==> src/rtl/eth_pkg.sv <==
// eth_pkg: shared Ethernet CRC-32 constants and helpers for the RX/TX paths and simulation models.
package eth_pkg;
  localparam logic [31:0] CRC32_POLY_REFL = 32'hEDB88320;
  localparam logic [31:0] CRC32_INIT = 32'hFFFFFFFF;
  localparam logic [31:0] CRC32_RESIDUE = 32'hDEBB20E3;
  function automatic logic [31:0] bswap32(input logic [31:0] x);
    return {x[7:0], x[15:8], x[23:16], x[31:24]};
  endfunction
  // Reflected LSB-first update: data[0] is the first bit on the wire.
  function automatic logic [31:0] crc32_step8(input logic [31:0] r, input logic [7:0] d);
    logic [31:0] c;
    c = r;
    for (int i = 0; i < 8; i++) c = (c >> 1) ^ ((c[0] ^ d[i]) ? CRC32_POLY_REFL : 32'h0);
    return c;
  endfunction
endpackage

==> src/rtl/eth_crc32_step8.sv <==
// eth_crc32_step8: combinational one-octet unroll of the reflected CRC-32 next-state function.
module eth_crc32_step8
  import eth_pkg::*;
(
  input  logic [31:0] i_crc,
  input  logic [7:0]  i_data,
  output logic [31:0] o_crc
);
  assign o_crc = crc32_step8(i_crc, i_data);
endmodule

==> src/rtl/eth_crc32.sv <==
// eth_crc32: byte-serial IEEE 802.3 CRC-32 generator/checker with wire-ordered FCS output.
// Optional good-frame residue flag crc_ok when ETH_CRC32_CHECK_EN is defined.
module eth_crc32
  import eth_pkg::*;
#(
  parameter logic [31:0] CRC_INIT = CRC32_INIT,
  parameter logic [31:0] CRC_XOROUT = 32'hFFFFFFFF
) (
  input  logic        clk,
  input  logic        rstn,
  input  logic        vld,
  input  logic [7:0]  data,
  output logic [31:0] crc
`ifdef ETH_CRC32_CHECK_EN
  ,
  output logic        crc_ok
`endif
);
  logic [31:0] r_crc;
  logic [31:0] w_next;
  eth_crc32_step8 u_step (
    .i_crc (r_crc),
    .i_data(data),
    .o_crc (w_next)
  );
  always_ff @(posedge clk)
    if (!rstn) r_crc <= CRC_INIT;
    else if (vld) r_crc <= w_next;
  // Output depends on the register only, so crc[31:24] is the first FCS octet sent.
  assign crc = bswap32(r_crc ^ CRC_XOROUT);
`ifdef ETH_CRC32_CHECK_EN
  assign crc_ok = (r_crc == CRC32_RESIDUE);
`endif
endmodule

==> config.mk <==
export PLATFORM = sky130hd
export DESIGN_NAME = eth_crc32
export DESIGN_NICKNAME = d
export VERILOG_FILES = /design/src/rtl/eth_pkg.sv /design/src/rtl/eth_crc32_step8.sv /design/src/rtl/eth_crc32.sv
export SDC_FILE = /design/constraint.sdc
export NUM_CORES = 1
export LEC_CHECK = 0
export BUFFER_PORTS_ARGS = -buffer_cell sky130_fd_sc_hd__buf_2
export CAP_MARGIN = 10
export CORE_UTILIZATION = 45
export CTS_BUF_LIST = sky130_fd_sc_hd__clkbuf_8
export DETAILED_ROUTE_END_ITERATION = 6
export GPL_TIMING_DRIVEN = 0
export PLACE_DENSITY = 0.68
export SYNTH_ARGS = -nofsm -noshare
export SYNTH_HDL_FRONTEND = slang
export SYNTH_SLANG_ARGS = --single-unit
==> constraint.sdc <==
create_clock -name clk -period 2.9 [get_ports clk]
set_input_delay 0.145 -clock clk [delete_from_list [all_inputs] [get_ports clk]]
set_output_delay 0.145 -clock clk [all_outputs]
set_load 0.01 [all_outputs]
[After elaboration in Yosys (flattened, before gate mapping)]
Index checks and enable logic that the tools add are counted.
W data, S select, Z words.
Word-level totals
  register bits: 32
  bits of input ports: 11
  output and inout port bits: 32
Operators by class
  multiplexer cells: 8
  bitwise operators: 17
Operators with widths (count)
  $mux W32: 8
  $xor A31 B32 Y32: 8
  $not A32 Y32: 1
  $xor A1 B1 Y1: 8

[Logic depth before layout (Yosys ltp)]
  depth after elaboration: 24
  gate-level depth with buffers: 5
  mapped depth without buffers: 5

[Modules after synthesis]
Synthesis repeated with hierarchy kept, for this count alone.
Second synthesis, totals
  cells, all modules: 205
  area total of the unflattened synthesis: 2301.0 µm²
By module, submodules not included
  eth_crc32: times used 1, cells each 138, area each 1397.6 µm²
  eth_crc32_step8: times used 1, cells each 67, area each 903.4 µm²

[Worst setup path before layout]
Ideal clock, no wire load.
  path type: reg2reg
  from: reg r_crc[0]
  to: reg r_crc[22]
  library setup time: 0.114 ns
  arrival time: 1.637 ns
  data required time: 2.786 ns
  setup slack: 1.149 ns
  cell stages (with the launch flop): 6
  buffers on the path: 0
  path through: dfxtp_1 -> xnor2_4 -> xnor3_2 -> xnor2_2 -> xnor2_1 -> a21o_1
On the way
  word-level cells in the longest chain between the ends: 12
Ends and longest elaborated chain
  start: declaration: RTL line eth_crc32.sv:19  | logic [31:0] r_crc;
  start signal: assignment: RTL line eth_crc32.sv:28  | else if (vld) r_crc <= w_next;
  $xor A1 B1 Y1 (*): RTL line eth_pkg.sv:13  | for (int i = 0; i < 8; i++) c = (c >> 1) ^ ((c[0] ^ d[i]) ? CRC32_POLY_REFL : 32'h0);
  $mux W32 (*): RTL line eth_pkg.sv:13
  $xor A31 B32 Y32 (*) (6 in a row): RTL line eth_pkg.sv:13
  $xor A1 B1 Y1: RTL line eth_pkg.sv:13
  $mux W32: RTL line eth_pkg.sv:13
  $xor A31 B32 Y32 (*) (2 in a row): RTL line eth_pkg.sv:13
Every way passes the cells marked *; elsewhere a longest branch is shown, timed or not.
A chain may end at the register's enable or synchronous reset.

[Worst setup path in the final report]
Same ends and word-level chain as after synthesis.

==> results_dict.tcl <==
set metrics [dict create \
    mostFrequentLayoutCells "xnor2_1 (41), buf_2 (41), inv_1 (34)" \
    cp_top_family "XOR/XNOR gates" \
    hold_viol 0 \
    ios 43 \
    synth_warnings 0 \
    period_share_pct 69.1 \
    regMostFlops "r_crc" \
    cts_buffers 5 \
    wire_per_inst_um 13.8 \
    vdd_drop_max_mv 0.608 \
    cts_tree "done" \
    synth_cells 210 \
    firstDrtPassIters 4 \
    synth_edf_count 0 \
    largest_reg_flops 32 \
    port_buffers 41 \
    drt-vias-per-instance 4.85 \
    crit_path_end_kind "flop" \
    status "complete, no violations" \
    first_global_vias 1377 \
    maxCapViolCount 0 \
    nets 269 \
    p_per_area_mw_per_mm2 1270 \
    reg_top3 "r_crc x32" \
    rsz0062_at_grt "false" \
    grt_overflow 0 \
    crit_required_ns 3.08 \
    die-area_mm2 0.00474 \
    path_buf_inv 0 \
    grt_pass1_wl_um 7040 \
    synth_cell_types 19 \
    die_h_um 68.8 \
    postCtsSetupRepairBufs 0 \
    drv_slew 0 \
    grt.total_usage_pct 21.1 \
    cts_sinks 32 \
    period_needed_ns 2.00 \
    fmax_mhz 499 \
    h-tree-depth 2 \
    finalSetupViolCount 0 \
    power_mw 2.98 \
    arrival_ns 2.18 \
    clk_pin_slew_ns 0.06 \
    drive_gt1_share_pct 25.4 \
    cts_root_buffer "clkbuf_8" \
    ys_seq_elements 32 \
    cp_cell_sequence "xnor2_4, xnor3_2, xnor2_2, xnor2_1, a21o_1" \
    holdBufCountCts 0 \
    p_leak_nw 1.23 \
    synth_flop_cell "dfxtp_1" \
    cts_max_path_buffers 2 \
    cts_resized 0 \
    holdWs_ns 0.147 \
    num_rows 23 \
    vias 1483 \
    n_antenna_cell 0 \
    ys_seq_area_share_pct 31.9 \
    fp.coreArea_mm2 0.00414 \
    synth.top_cell.area_share_pct 31.9 \
    grt_max_degree 11 \
    critPathKind "reg2reg" \
    async_reset_ff_share_pct 0 \
    floorplan.initialDensity_pct 48.5 \
    avgSynthCellArea_um2 9.57 \
    clock_latency_ns 0.28 \
    syn_area_mm2 0.00201 \
    crit_fanout 9 \
    worst_setup_path_start_kind "flop" \
    hold_class "in2reg" \
    finalClockSkew_ns 0.00205 \
    drtAntennaViolNets 0 \
    synth_fp_nets 221 \
    area_growth_pct 16.7 \
    drt_first_iter_violations 67 \
    slowest_delay_ns 0.49 \
    synth.area.top_cells "dfxtp_1 (32%), xnor2_1 (18%), o211ai_1 (9.7%)" \
    route.detailed.drc 0 \
    antenna_found_initial 0 \
    fin_setup_tns_ns 0 \
    die_w_um 68.8 \
    critPathSlowestCell "xnor3_2" \
    yosysTopAreaCell "dfxtp_1" \
    totalWireLength_um 4230 \
    hpwlAfterDp_um 3180 \
    gp_congestion 0.778 \
    max-slew-margin-rel_pct 61.5 \
    tightestPinTransition_ns 0.578 \
]
-- worst paths after layout --
| kind | start | to | slack, ns | cells past startpoint |
|---|---|---|---|---|
| worst max-delay path | r_crc[0]$_SDFFE_PN1P_ | r_crc[22]$_SDFFE_PN1P_ | 0.90 | 5 |
| worst min-delay path | rstn | r_crc[18]$_SDFFE_PN1P_ | 0.15 | 3 |
| worst max register to register | r_crc[0]$_SDFFE_PN1P_ | r_crc[22]$_SDFFE_PN1P_ | 0.90 | 5 |
| worst min register to register | r_crc[25]$_SDFFE_PN1P_ | r_crc[25]$_SDFFE_PN1P_ | 0.48 | 2 |
-- tightest hold or removal path: stages --
cell,delay [ns]
buf_2,0.13
inv_1,0.05
a211o_1,0.08
-- logic make-up (layout without fill, tap and decap cells) --
kind of cell / after synthesis / count (layout) / synth area share [%]
XOR/XNOR: 67 / 67 / 40.4
flip-flops: 32 / 32 / 31.9
buffers and inverters: 44 / 90 / 9.22
AND/OR/NAND/NOR: 34 / 34 / 6.35
AO/OA/AOI/OAI: 33 / 33 / 12.1
-- where the power goes --
group	switching [mW]	total (mW)	internal, mW
Combinational	0.959	1.95	0.991
Sequential	0.125	0.721	0.595
Clock	0.153	0.307	0.154
-- synth_stat cells (2+ instances only) --
library cell / number
xnor2_1: 41
inv_1: 34
nand2_1: 33
dfxtp_1: 32
o211ai_1: 26
xnor2_2: 9
clkbuf_1: 8
xor2_1: 6
o21ai_0: 4
xnor3_1: 4
xnor2_4: 3
clkbuf_8: 2
xor2_2: 2
-- routing by layer --
metal	share of wire (%)	global-route usage, %	up-vias
met4	1.3	8.93	0
met2	45	32.7	32
li1	-	-	751
met3	4.3	4.28	5
met5	0	0	-
met1	50	28.5	695
-- cell type report --
cell class | instances | area (um^2)
repair buffers | 41 | 205
fillers | 393 | 1800
clock buffers | 5 | 68.8
inverters | 34 | 128
plain buffers | 10 | 57.6
multi-input cells | 134 | 1180
well taps | 50 | 62.6
flip-flops and latches | 32 | 641
-- metrics by stage --
stage	area [um^2]	setup slack, ns	instances	utilization [%]
floorplan	2010	1.15	210	-
global placement	2280	0.877	301	55.0
detailed placement	2280	0.876	301	55.0
CTS	2350	0.862	306	56.6
global route	2350	0.823	306	56.6
finish	2350	0.897	306	56.6
No activity file was read; power rests on OpenSTA's default activity.
